<file path="src/rtl/imm_extend_pipe.sv">
// Two-stage immediate extension unit: zero/sign/upper/branch-offset widening with valid/ready flow control.
// Optional IMM_PIPE_BASE_ADD_EN adds a base operand summed in stage 2 with carry-out.
module imm_extend_pipe #(
  parameter int IN_W  = 16,
  parameter int OUT_W = 32,
  parameter int SHIFT = 2
) (
  input  logic             clk,
  input  logic             rst_n,
  input  logic             flush,
  input  logic             in_valid,
  output logic             in_ready,
  input  logic [IN_W-1:0]  in_imm,
  input  logic [1:0]       in_mode,
`ifdef IMM_PIPE_BASE_ADD_EN
  input  logic [OUT_W-1:0] in_base,
  output logic             out_carry,
`endif
  output logic             out_valid,
  input  logic             out_ready,
  output logic [OUT_W-1:0] out_word,
  output logic             out_neg
);

  function automatic logic [OUT_W-1:0] extend(input logic [IN_W-1:0] imm,
                                               input logic [1:0]      mode);
    logic signed [OUT_W-1:0] sext;
    sext = {{(OUT_W-IN_W){imm[IN_W-1]}}, imm};
    case (mode)
      2'b00:   extend = {{(OUT_W-IN_W){1'b0}}, imm};
      2'b01:   extend = sext;
      2'b10:   extend = {imm, {(OUT_W-IN_W){1'b0}}};
      default: extend = sext <<< SHIFT;
    endcase
  endfunction

  logic             s1_valid_q, s1_valid_d;
  logic [OUT_W-1:0] s1_ext_q,   s1_ext_d;
  logic             s2_valid_q, s2_valid_d;
  logic [OUT_W-1:0] s2_word_q,  s2_word_d;
  logic             s2_adv, s1_adv, s1_load, s2_load;
`ifdef IMM_PIPE_BASE_ADD_EN
  logic [OUT_W-1:0] s1_base_q,  s1_base_d;
  logic             s2_carry_q, s2_carry_d;
  logic [OUT_W:0]   sum;
`endif

  always_comb begin
    s2_adv   = !s2_valid_q || out_ready;
    s1_adv   = !s1_valid_q || s2_adv;
    in_ready = s1_adv && !flush;
    s1_load  = in_valid && in_ready;
    // flush freezes data registers; only the valid bits are cleared
    s2_load  = s2_adv && s1_valid_q && !flush;

    s1_valid_d = s1_valid_q;
    s1_ext_d   = s1_ext_q;
    s2_valid_d = s2_valid_q;
    s2_word_d  = s2_word_q;

    if (flush) begin
      s1_valid_d = 1'b0;
      s2_valid_d = 1'b0;
    end else begin
      if (s1_adv) s1_valid_d = in_valid;
      if (s2_adv) s2_valid_d = s1_valid_q;
    end
    if (s1_load) s1_ext_d = extend(in_imm, in_mode);

`ifdef IMM_PIPE_BASE_ADD_EN
    s1_base_d  = s1_base_q;
    s2_carry_d = s2_carry_q;
    sum        = {1'b0, s1_base_q} + {1'b0, s1_ext_q};
    if (s1_load) s1_base_d = in_base;
    if (s2_load) begin
      s2_word_d  = sum[OUT_W-1:0];
      s2_carry_d = sum[OUT_W];
    end
`else
    if (s2_load) s2_word_d = s1_ext_q;
`endif
  end

  // stage 1 / stage 2 register boundary
  always_ff @(posedge clk or negedge rst_n) begin
    if (!rst_n) begin
      s1_valid_q <= 1'b0;
      s1_ext_q   <= '0;
      s2_valid_q <= 1'b0;
      s2_word_q  <= '0;
`ifdef IMM_PIPE_BASE_ADD_EN
      s1_base_q  <= '0;
      s2_carry_q <= 1'b0;
`endif
    end else begin
      s1_valid_q <= s1_valid_d;
      s1_ext_q   <= s1_ext_d;
      s2_valid_q <= s2_valid_d;
      s2_word_q  <= s2_word_d;
`ifdef IMM_PIPE_BASE_ADD_EN
      s1_base_q  <= s1_base_d;
      s2_carry_q <= s2_carry_d;
`endif
    end
  end

  assign out_valid = s2_valid_q;
  assign out_word  = s2_word_q;
  assign out_neg   = s2_word_q[OUT_W-1];
`ifdef IMM_PIPE_BASE_ADD_EN
  assign out_carry = s2_carry_q;
`endif

endmodule

</file>
<file path="config.mk">
export PLATFORM = sky130hd
export DESIGN_NAME = imm_extend_pipe
export DESIGN_NICKNAME = d
export VERILOG_FILES = /design/src/rtl/imm_extend_pipe.sv
export SDC_FILE = /design/constraint.sdc
export NUM_CORES = 1
export LEC_CHECK = 0
export CAP_MARGIN = 30
export CORE_MARGIN = 2
export CORE_UTILIZATION = 48
export CTS_BUF_LIST = sky130_fd_sc_hd__clkbuf_2
export CTS_CLUSTER_SIZE = 16
export DETAILED_ROUTE_END_ITERATION = 12
export GPL_ROUTABILITY_DRIVEN = 0
export HOLD_SLACK_MARGIN = 0.06
export PLACE_DENSITY = 0.78
export SLEW_MARGIN = 30
export SYNTH_ARGS = -nofsm -noshare
export SYNTH_HDL_FRONTEND = slang
export SYNTH_SLANG_ARGS = --single-unit
</file>
<file path="constraint.sdc">
create_clock -name clk -period 1.5 [get_ports clk]
set_input_delay 0.225 -clock clk [delete_from_list [all_inputs] [get_ports clk]]
set_output_delay 0.225 -clock clk [all_outputs]
set_load 0.03 [all_outputs]
</file>
=== After elaboration in Yosys (flattened, before gate mapping) ===
Cells that the tools add are included.

* Register bits after elaboration: 66
* Input bits: 23
* Output and inout bits: 35
* Logic and storage cells: 23

* Equal/unequal tests: 2
* Muxes and demuxes: 5
* Reduce and logical (&&, ||, !) cells: 12

{| class="wikitable"
|+ Operators by type and width
! operator !! count
|-
| one-hot mux 32 bit (3 select lines) || 1
|-
| logical AND 1 bit || 4
|-
| 2-to-1 mux 1 bit || 4
|-
| nonzero test 2 bit || 2
|-
| zero test 1 bit || 3
|-
| equality test 2 x 1 -> 1 bit, second input constant || 1
|-
| equality test 2 bit, second input constant || 1
|-
| zero test 2 bit || 1
|-
| logical OR 1 bit || 2
|}

=== Depth between registers and ports, before layout ===
* Depth in word-level cells: 5
* Gate-level depth with buffers: 4
* Gate-level depth less buffers: 3

=== Least setup slack after synthesis ===
Ideal clock, no wire load.

* Kind: reg-to-reg
* From: register s2_valid_q, in the netlist out_valid
* To: register s1_ext_q[11]
* Setup time: 125 ps
* Data arrival time: 1519 ps
* Data required time: 1375 ps
* Slack: -143 ps
* Cell stages (with the launch flop): 5
* Path buffers: 1
* Clock period less this slack: 1643 ps
* Cell sequence: dfrtp_1 -> nor2b_4 -> a211oi_4 -> buf_6 -> mux2_2

* Longest elaborated chain between the ends: 5

{| class="wikitable"
|+ RTL lines
! item !! RTL line !! RTL
|-
| start, declared || 39 || <nowiki>logic s2_valid_q, s2_valid_d;</nowiki>
|-
| start signal, assigned || 98 || <nowiki>s2_valid_q <= s2_valid_d;</nowiki>
|-
| zero test 1 bit || 49 || <nowiki>s2_adv = !s2_valid_q || out_ready;</nowiki>
|-
| logical OR 1 bit || 49 ||
|-
| logical OR 1 bit || 50 || <nowiki>s1_adv = !s1_valid_q || s2_adv;</nowiki>
|-
| logical AND 1 bit || 51 || <nowiki>in_ready = s1_adv && !flush;</nowiki>
|-
| logical AND 1 bit || 52 || <nowiki>s1_load = in_valid && in_ready;</nowiki>
|-
| end signal, assigned || 97 || <nowiki>s1_ext_q <= s1_ext_d;</nowiki>
|-
| end, declared || 38 || <nowiki>logic [OUT_W-1:0] s1_ext_q, s1_ext_d;</nowiki>
|}

Every way passes these cells.
A chain may end at the register's enable or synchronous reset.

=== Worst setup path in the final report ===
* From: register s2_valid_q, in the netlist out_valid
* To: register s1_ext_q[8]

Same word-level chain as after synthesis.

==> impl_metrics.py <==
metrics = {
    "run_status": {
        "status": "finished, violations left",
        "failed_checks": "negative setup slack",
    },
    "global_routing": {
        "track_usage_pct": 22.96,
        "grt_antenna_before_repair": 0,
        "grt_max_degree": 67,
        "grt_pass1_wl_um": 10950,
        "grt_pass1_vias": 2013,
        "globalRouteOverflowTotal": 0,
    },
    "power_and_ir_drop": {
        "p_per_area_nw_per_um2": 1344,
        "p_int_mw": 3.423,
        "switching_share_pct": 34.81,
        "power.total_mw": 5.251,
        "power_frac_comb_pct": 35.1,
        "peakVddDrop_mv": 0.8311,
        "leakage_nw": 1.890,
        "p_switching_mw": 1.828,
        "seq_power_share_pct": 46.1,
        "pwr-share-clk_pct": 18.8,
    },
    "routing": {
        "drtIter0Drc": 192,
        "viasPerCell": 5.291,
        "drt_wl_total_um": 6783,
        "dr.pass1.iters": 4,
        "drc": 0,
        "antenna_left": 0,
        "vias": 1926,
        "wl_per_cell_um": 18.63,
    },
    "clocking": {
        "worstSkewPairLatency_ns": 0.50,
        "cts_max_path_buffers": 2,
        "cts.sinks": 66,
        "clk_pin_slew_ns": 0.19,
        "root_buffer": "clkbuf_2",
        "cts_tree": "yes",
        "htreeDepth": 3,
        "cts_buffers": 9,
    },
    "synth": {
        "ys_warn_count": 0,
        "yosysUniqueCellTypes": 19,
        "syn_nets": 227,
        "yosysSeqAreaShare_pct": 58.41,
        "synthesis.instances": 204,
        "syn_area_um2": 2828,
        "syn_area_per_cell_um2": 13.86,
        "synth-seq-cells": 66,
    },
    "critical_path": {
        "path_delay_family": "buffers and inverters",
        "r2r_end": "s1_ext_q[8]",
        "r2r_cells": 6,
        "cp_max_fo": 5,
        "crit_arrival_ns": 2.09,
        "cpPeakStageDelay_ns": 0.44,
        "worstSetupStartpointType": "flop",
        "crit_slowest_cell": "dfrtp_2",
        "worstReg2RegStart": "out_valid",
        "r2r_slack_ns": -0.19,
        "crit_required_ns": 1.89,
        "cp-end-kind": "flop",
        "path_buf_inv": 3,
        "path_cells": "nor2b_4, buf_4, a211oi_4, buf_6, clkbuf_16, mux2_2",
        "crit_type": "reg2reg",
    },
    "cells_and_area": {
        "layout.nets": 310,
        "fin_util_pct": 69.68,
        "mostFrequentLayoutCell": "dfrtp_1",
        "area_growth_syn_to_layout_pct": 38.19,
        "layout_common_cells": "64 x dfrtp_1, 45 x mux2_4, 34 x clkbuf_2",
        "drive_gt1_share_pct": 43.84,
        "fillers": 404,
        "antenna_cells": 0,
    },
    "min_path": {
        "worstHoldPathType": "in2async",
    },
    "sta": {
        "worst_slack_ns": -0.1929,
        "period_share_pct": 112.9,
        "drv_slew": 0,
        "finalHoldViolations": 0,
        "max_slew_margin_pct": 72.70,
        "hold_slack_ns": 0.2308,
        "rsz0062_at_grt": "true",
        "max_freq_ghz": 0.5907,
        "finalCriticalPeriod_ns": 1.693,
        "worst_pin_slew_ns": 0.4091,
        "setup_viol": 61,
        "fin_worst_skew_ns": 0.03303,
    },
    "die": {
        "initial_core_util_pct": 50.42,
        "die_h_um": 80.76,
        "io_pins": 58,
        "die_width_um": 80.76,
        "row_count": 27,
        "die_area_um2": 6521,
        "core-area_um2": 5608,
    },
    "run": {
        "drv_cap": 0,
    },
    "place": {
        "detailed_place_hpwl_um": 3810,
        "port_buffers": 57,
    },
}
[tightest hold or removal path, stage by stage]
cell and delay [ns]:
dlygate4sd3_1 0.51, buf_2 0.12, buf_12 0.29
[repair_timing]
| item | in CTS | in global routing |
|---|---|---|
| setup buffers | 6 | 5 |
| hold endpoints to repair | 66 | 0 |
| cloned | 3 | 3 |
| gates resized for setup | 104 | 61 |
| setup endpoints to repair | 83 | 94 |
| hold buffers | 1 | 0 |
| pin swaps | 2 | 1 |
[kinds of logic after synthesis]
family	after synthesis	share of synthesized area, %
DFF	66	58.41
muxes	65	25.13
AOI/OAI and AO/OA	34	8.363
buffers and inverters	29	5.442
and+or+nand+nor	10	2.655
[layer usage]
metal  part of all wire [%]  track usage, %
met5                      0               0
met1                     47           32.49
met4                    1.8           8.644
met3                    4.5           5.111
met2                     47           35.00
[Yosys cell counts]
master,count,share of area [%]
buf_6,4,1.6
nor3b_4,1,0.66
and2_0,2,0.44
buf_2,3,0.53
a21oi_1,18,3.2
mux2_2,45,18
clkbuf_1,1,0.13
dfrtp_1,66,58
nor2_1,3,0.40
mux2i_1,17,6.0
nor2b_4,1,0.49
inv_1,18,2.4
buf_4,3,0.80
mux2_1,3,1.2
o21ai_0,1,0.18
nor2b_1,3,0.66
a22oi_1,1,0.27
a211oi_4,1,0.71
a22o_1,13,4.0
[per-stage QoR]
stage / instance area (um^2) / setup WS (ns) / std cells / TNS [ns]
floorplan: 2882 / -0.05832 / 204 / -2.177
global placement: 3572 / -0.2680 / 334 / -14.71
detailed placement: 3572 / -0.3414 / 334 / -16.69
CTS: 3955 / -0.2508 / 360 / -6.152
global route: 3908 / -0.2900 / 364 / -9.721
finish: 3908 / -0.1929 / 364 / -4.953
[power by group through the flow]
stage | clock, mW | combinational (mW) | sequential (mW)
4_1_cts | 1.00 | 1.89 | 2.42
3_5_place_dp | 0 | 1.84 | 2.44
2_1_floorplan | 0 | 0.563 | 2.91
5_1_grt | 1.09 | 1.95 | 2.47
6_report | 0.989 | 1.84 | 2.42
3_3_place_gp | 0 | 1.81 | 2.43
[worst max-delay path by stage]
stage              endpoint      start  slack, ns  depth (start not counted)
2_1_floorplan   s1_ext_q[0]  out_valid      -0.06                          4
3_3_place_gp   out_word[30]      flush      -0.27                          4
3_5_place_dp   out_word[18]      flush      -0.34                          4
4_1_cts            in_ready  out_valid      -0.25                          4
5_1_grt            in_ready  out_valid      -0.29                          4
6_report        s1_ext_q[8]  out_valid      -0.19                          6
[layout make-up]
type / instances / area, um^2 / area share [%]
Tap cell: 72 / 90.09 / 2.305
Sequential cell: 66 / 1654 / 42.33
Timing Repair Buffer: 83 / 788.3 / 20.17
Multi-Input combinational cell: 109 / 1206 / 30.87
Clock inverter: 5 / 46.29 / 1.185
Inverter: 18 / 67.56 / 1.729
Clock buffer: 11 / 55.05 / 1.409
[sequential cells by signal, summed over array words and instances (netlist names)]
| signal | cells |
|---|---|
| out_valid | 1 |
| out_word | 32 |
| s1_ext_q | 32 |
| s1_valid_q | 1 |
No activity file was read; power rests on OpenSTA's default activity.
